$ cat src/rtl/ro_pair_counter.sv
// Ring-oscillator PUF pair counter: selects two ROs, settles, counts edges
// over a fixed gate window and compares the two counts into one response bit.
module ro_pair_counter #(
    parameter int COUNT_WIDTH   = 16,
    parameter int WINDOW_CYCLES = 1024,
    parameter int SETTLE_CYCLES = 16
) (
    input  logic                   Clock,
    input  logic                   Reset_n,
    input  logic                   Start,
    input  logic [7:0]             Challenge,
    input  logic                   Ro_A,
    input  logic                   Ro_B,
    output logic [4:0]             Sel_A,
    output logic [4:0]             Sel_B,
    output logic                   Ro_Enable,
    output logic                   Busy,
    output logic                   Valid,
    output logic                   Response,
    output logic                   Tie,
    output logic [COUNT_WIDTH-1:0] Count_A,
    output logic [COUNT_WIDTH-1:0] Count_B
);

    typedef enum logic [2:0] {
        IDLE,
        SETTLE,
        COUNT,
        COMPARE,
        DONE
    } state_t;

    localparam int MAXC = (WINDOW_CYCLES > SETTLE_CYCLES) ?
                          WINDOW_CYCLES : SETTLE_CYCLES;
    localparam int TW   = (MAXC > 1) ? $clog2(MAXC) : 1;

    localparam logic [TW-1:0] SETTLE_LD = TW'(SETTLE_CYCLES - 1);
    localparam logic [TW-1:0] WINDOW_LD = TW'(WINDOW_CYCLES - 1);

    state_t state;
    state_t state_nx;

    logic [TW-1:0]          timer;
    logic [1:0]             sync_a;
    logic [1:0]             sync_b;
    logic                   prev_a;
    logic                   prev_b;
    logic                   edge_a;
    logic                   edge_b;
    logic [COUNT_WIDTH-1:0] cnt_a;
    logic [COUNT_WIDTH-1:0] cnt_b;
    logic                   accept;
    logic                   same_sel;
    logic                   timer_done;

    assign accept     = (state == IDLE) && Start;
    assign same_sel   = (Challenge[3:0] == Challenge[7:4]);
    assign timer_done = (timer == '0);
    assign edge_a     = sync_a[1] & ~prev_a;
    assign edge_b     = sync_b[1] & ~prev_b;

    always_ff @(posedge Clock or negedge Reset_n) begin
        if (!Reset_n) begin
            state <= IDLE;
        end else begin
            state <= state_nx;
        end
    end

    always_comb begin
        state_nx  = state;
        Ro_Enable = 1'b0;
        Busy      = 1'b1;
        Valid     = 1'b0;
        unique case (state)
            IDLE: begin
                Busy = 1'b0;
                if (Start) begin
                    state_nx = same_sel ? DONE : SETTLE;
                end
            end
            SETTLE: begin
                Ro_Enable = 1'b1;
                if (timer_done) begin
                    state_nx = COUNT;
                end
            end
            COUNT: begin
                Ro_Enable = 1'b1;
                if (timer_done) begin
                    state_nx = COMPARE;
                end
            end
            COMPARE: begin
                state_nx = DONE;
            end
            DONE: begin
                Valid    = 1'b1;
                state_nx = IDLE;
            end
            default: begin
                state_nx = IDLE;
            end
        endcase
    end

    // Ro inputs are asynchronous: two-flop sync, then a history flop for edges.
    always_ff @(posedge Clock or negedge Reset_n) begin
        if (!Reset_n) begin
            sync_a <= '0;
            sync_b <= '0;
            prev_a <= 1'b0;
            prev_b <= 1'b0;
        end else begin
            sync_a <= {sync_a[0], Ro_A};
            sync_b <= {sync_b[0], Ro_B};
            prev_a <= sync_a[1];
            prev_b <= sync_b[1];
        end
    end

    always_ff @(posedge Clock or negedge Reset_n) begin
        if (!Reset_n) begin
            timer <= '0;
        end else if (accept) begin
            timer <= SETTLE_LD;
        end else if (state == SETTLE && timer_done) begin
            timer <= WINDOW_LD;
        end else if (!timer_done) begin
            timer <= timer - TW'(1);
        end
    end

    // Edge counters saturate rather than wrap.
    always_ff @(posedge Clock or negedge Reset_n) begin
        if (!Reset_n) begin
            cnt_a <= '0;
            cnt_b <= '0;
        end else if (accept) begin
            cnt_a <= '0;
            cnt_b <= '0;
        end else if (state == COUNT) begin
            if (edge_a && cnt_a != '1) begin
                cnt_a <= cnt_a + COUNT_WIDTH'(1);
            end
            if (edge_b && cnt_b != '1) begin
                cnt_b <= cnt_b + COUNT_WIDTH'(1);
            end
        end
    end

    always_ff @(posedge Clock or negedge Reset_n) begin
        if (!Reset_n) begin
            Sel_A    <= '0;
            Sel_B    <= '0;
            Response <= 1'b0;
            Tie      <= 1'b0;
            Count_A  <= '0;
            Count_B  <= '0;
        end else if (accept) begin
            Sel_A    <= {1'b0, Challenge[3:0]};
            Sel_B    <= {1'b0, Challenge[7:4]};
            Response <= 1'b0;
            Tie      <= same_sel;
            Count_A  <= '0;
            Count_B  <= '0;
        end else if (state == COMPARE) begin
            Response <= (cnt_a > cnt_b);
            Tie      <= (cnt_a == cnt_b) || (Sel_A == Sel_B);
            Count_A  <= cnt_a;
            Count_B  <= cnt_b;
        end
    end

endmodule
$ cat config.mk
export PLATFORM = sky130hd
export DESIGN_NAME = ro_pair_counter
export DESIGN_NICKNAME = d
export VERILOG_FILES = /design/src/rtl/ro_pair_counter.sv
export SDC_FILE = /design/constraint.sdc
export NUM_CORES = 1
export LEC_CHECK = 0
export ABC_AREA = 1
export BUFFER_PORTS_ARGS = -buffer_cell sky130_fd_sc_hd__buf_2
export CAP_MARGIN = 20
export CORE_UTILIZATION = 59
export CTS_CLUSTER_DIAMETER = 80
export DETAILED_ROUTE_END_ITERATION = 8
export GPL_ROUTABILITY_DRIVEN = 0
export PLACE_DENSITY = 0.81
export SLEW_MARGIN = 20
export SYNTH_ARGS = -nofsm -noshare
export SYNTH_HDL_FRONTEND = slang
export SYNTH_SLANG_ARGS = --single-unit
$ cat constraint.sdc
create_clock -name Clock -period 1.9 [get_ports Clock]
set_clock_uncertainty 0.15 [all_clocks]
set_input_delay 0.095 -clock Clock [delete_from_list [all_inputs] [get_ports Clock]]
set_output_delay 0.095 -clock Clock [all_outputs]
set_load 0.005 [all_outputs]
==> metrics.md <==
| Metric | Value |
|---|---|
| Outcome | `complete, no violations` |
| # clock sinks | `93` |
| IO Port Bufs | `57` |
| Vias in the first global route | `4248` |
| Count of pins over their slew limit | `0` |
| Cell Pwr Density | `1064 nW/µm²` |
| GR Overflow Total | `0` |
| Synth Area in Compound Gates | `9.208%` |
| Seq cells post-synth | `93` |
| Largest family of logic cells by synthesized area | `simple AND/OR/NAND/NOR gates` |
| Slowest cell delay on critical path | `0.40 ns` |
| Fillers | `684` |
| First-pass GRT wire length | `around 19000 µm` |
| CP cell instances | `ha_2, nand2_2, nor2_2, nand2_2, nor2_4, nor2_4, nor2_4, nand2_1, nand2_1` |
| WP data arrival | `1.95 ns` |
| Total power | `0.006220 W` |
| DRC viols | `0` |
| Logic pwr share | `about two fifths` |
| Netlist Area Pre-Place | `between 5000 and 6000 µm²` |
| Post-synthesis adder-cell area fraction | `4.937%` |
| Sequential-to-total area share from yosys stat | `approximately 46%` |
| Sequential power share | `between 40% and 50%` |
| Initial Util | `~60%` |
| R2R cell count | `9` |
| Root Driver | `clkbuf_8` |
| Hold Slack | `roughly 0.037 ns` |
| Critical Path RT | `2.05 ns` |
| Detail Route Antenna Nets | `0` |
| Pre-CTS setup slack | `0.01067 ns` |
| Worst-skew pair later-pin latency | `0.36 ns` |
| Crit Path Class | `flip-flop to flip-flop` |
| Synth cell count leaders | `218 x nand2_1, 93 x dfrtp_1, 61 x inv_1` |
| Yosys warns | `0` |
| Multi-input gate area | `between 2000 and 2500 µm²` |
| Min Tclk post-route | `1.803 ns` |
| Final HPWL DP | `8229 µm` |
| Final net count | `770` |
| Die W | `around 95 µm` |
| Placed cell area | `around 5500 µm²` |
| Cell repeated most along the worst path | `nor2_4` |
| Avg Inst Size Synth | `7.715 µm²` |
| Startpoint Class | `flip-flop` |
| # setup viols final | `0` |
| Crit. End Element | `flip-flop` |
| Final setup margin | `0.09674 ns` |
| Initial DRC Count | `364` |
| Synth area leader | `dfrtp_1` |
| Critical path depth | `9` |
| Placeable core area | `8258 µm²` |
| Peak VDD IR | `between 1000 and 1500 µV` |
| Worst path top cell family by delay | `simple AND/OR/NAND/NOR gates` |
| Share of layout cells above drive strength 1 | `15.63%` |
| # H-tree levels | `3` |
| Ys flop type | `dfrtp_1` |
| Internal Dissipation | `approximately 0.0037 W` |
| Register cell area after layout | `2330 µm²` |
| CTS tree | `yes` |
| Hold WC Path Type | `input pin to async pin` |
| Maximum clock rate | `554.6 MHz` |
| Asr flop ratio synth | `100.0%` |
| Largest net degree at the start of global routing | `46` |
| Synth area leaders | `dfrtp_1 46%, nand2_1 16%, nand3_1 5.1%, o21ai_0 5.1%, ha_1 4.9%` |
| Final wirelength | `11980 µm` |
| Final Hold Viols | `0` |
| Initial antenna violation count | `0` |
| Switching Share | `41.30%` |
| Overall routing resource usage | `27.53%` |
| EDFF count, synth | `0` |
| Synthesized-area fraction occupied by and/or/nand/nor cells | `30.39%` |
| Xor-xnor portion of the synthesized cell area | `2.419%` |
| Clock group share of total power | `19.5%` |
| Yosys top cell area share | `45.91%` |
| Number of library cell types mapped by synthesis | `35` |
| Post-synthesis mux area share | `0%` |
| RSZ-0062 raised after global routing | `true` |
| Final instance area | `between 5000 and 6000 µm²` |
| Worst slew pin tran | `0.5689 ns` |
| CP Buf/Inv Count | `0` |
| Leak | `2.913 nW` |
| Max-cap violation count | `0` |
| DR WL/cell | `14.14 µm` |
| Total CTS buffers | `9` |
| Die area | `8965 µm²` |
| Post-Route Utilization | `70.80%` |
| Total net switching power | `0.002569 W` |
| Pre-Repair DR Iteration Count | `5` |
| CTS max path bufs | `2` |
| Vias per inst | `5.462` |
| Max FO, Critical Path | `6` |
| Top-count cell post-synth | `nand2_1` |
| Area growth syn-to-layout | `15.35%` |
| Die Y-Extent | `94.69 µm` |
| Cell count after synthesis | `657` |
| CP max stage cell | `dfrtp_1` |
| Relative slew slack | `62.02%` |
| # diodes | `0` |
| I/O pin total | `60` |
| Final period util | `94.91%` |
| Rows | `33` |
| Vias | `roughly 4600` |
| Reg clk slew, reported paths | `0.09 ns` |
layer usage:
layer	share of wire [%]	track usage, %	wire length (µm)
met1	43	35.20	5134
met2	48	46.94	5753
met3	6.7	4.106	799
met4	2.4	10.73	291
met5	0	0	0
area by class of cell:
class	instances	share of cell area, %
clock inverters	5	0.6206
well taps	105	2.247
clock buffers	11	2.418
multi-input cells	487	41.99
flip-flops and latches	93	39.85
repair buffers	80	8.603
inverters	66	4.280
timing repair:
action / 4_1_cts / 5_1_grt
setup endpoints to repair: 0 / 27
endpoints found under the hold margin: 106 / 0
hold buffers: 12 / 0
gates resized for setup: 0 / 10
setup buffers: 0 / 0
power groups by stage:
stage	clock network, W	registers, W	logic, W
global placement	0	0.00260	0.00218
floorplan	0	0.00259	0.00165
detailed placement	0	0.00262	0.00226
finish	0.00121	0.00259	0.00242
CTS	0.00123	0.00259	0.00230
global route	0.00130	0.00264	0.00272
through the flow:
stage	setup TNS [ns]	cells
floorplan	0	658
global placement	0	814
detailed placement	0	814
CTS	0	842
global route	-0.1421	847
finish	0	847
logic make-up (layout without fill, tap and decap cells):
kind of cell	Yosys count	after routing
xor+xnor	14	14
buf+inv	83	162
compound gates	90	90
fa+ha+maj	20	20
other cells	1	2
simple gates	356	361
flops	93	93
worst paths after layout:
kind,start,end,slack (ns)
max,cnt_a[1]$_DFFE_PN0P_,cnt_a[4]$_DFFE_PN0P_,0.1
min,Reset_n,Count_A[11]$_DFFE_PN0P_,0.04
max reg2reg,cnt_a[1]$_DFFE_PN0P_,cnt_a[4]$_DFFE_PN0P_,0.1
min reg2reg,sync_b[0]$_DFF_PN0_,sync_b[1]$_DFF_PN0_,0.21
max in group asynchronous,Reset_n,sync_a[0]$_DFF_PN0_,0.93
min in group Clock,sync_b[0]$_DFF_PN0_,sync_b[1]$_DFF_PN0_,0.21
flip-flops by register name, summed over array words and instances (netlist names), 3 cells and up:
signal / cells
Count_A: 16
Count_B: 16
cnt_a: 16
cnt_b: 16
timer: 10
Sel_A: 4
Sel_B: 4
state: 3
placed cells by master, fill, tap and decap left out, drive strengths merged, types with 12 or more instances in the layout:
| cell | count |
|---|---|
| a21oi | 13 |
| o21ai | 72 |
| buf | 68 |
| nand4 | 12 |
| dlygate4sd3 | 12 |
| dfrtp | 93 |
| nor2 | 67 |
| nand2 | 221 |
| ha | 20 |
| nand3 | 53 |
| inv | 65 |
Note: power is estimated with default switching activity, not from simulation.
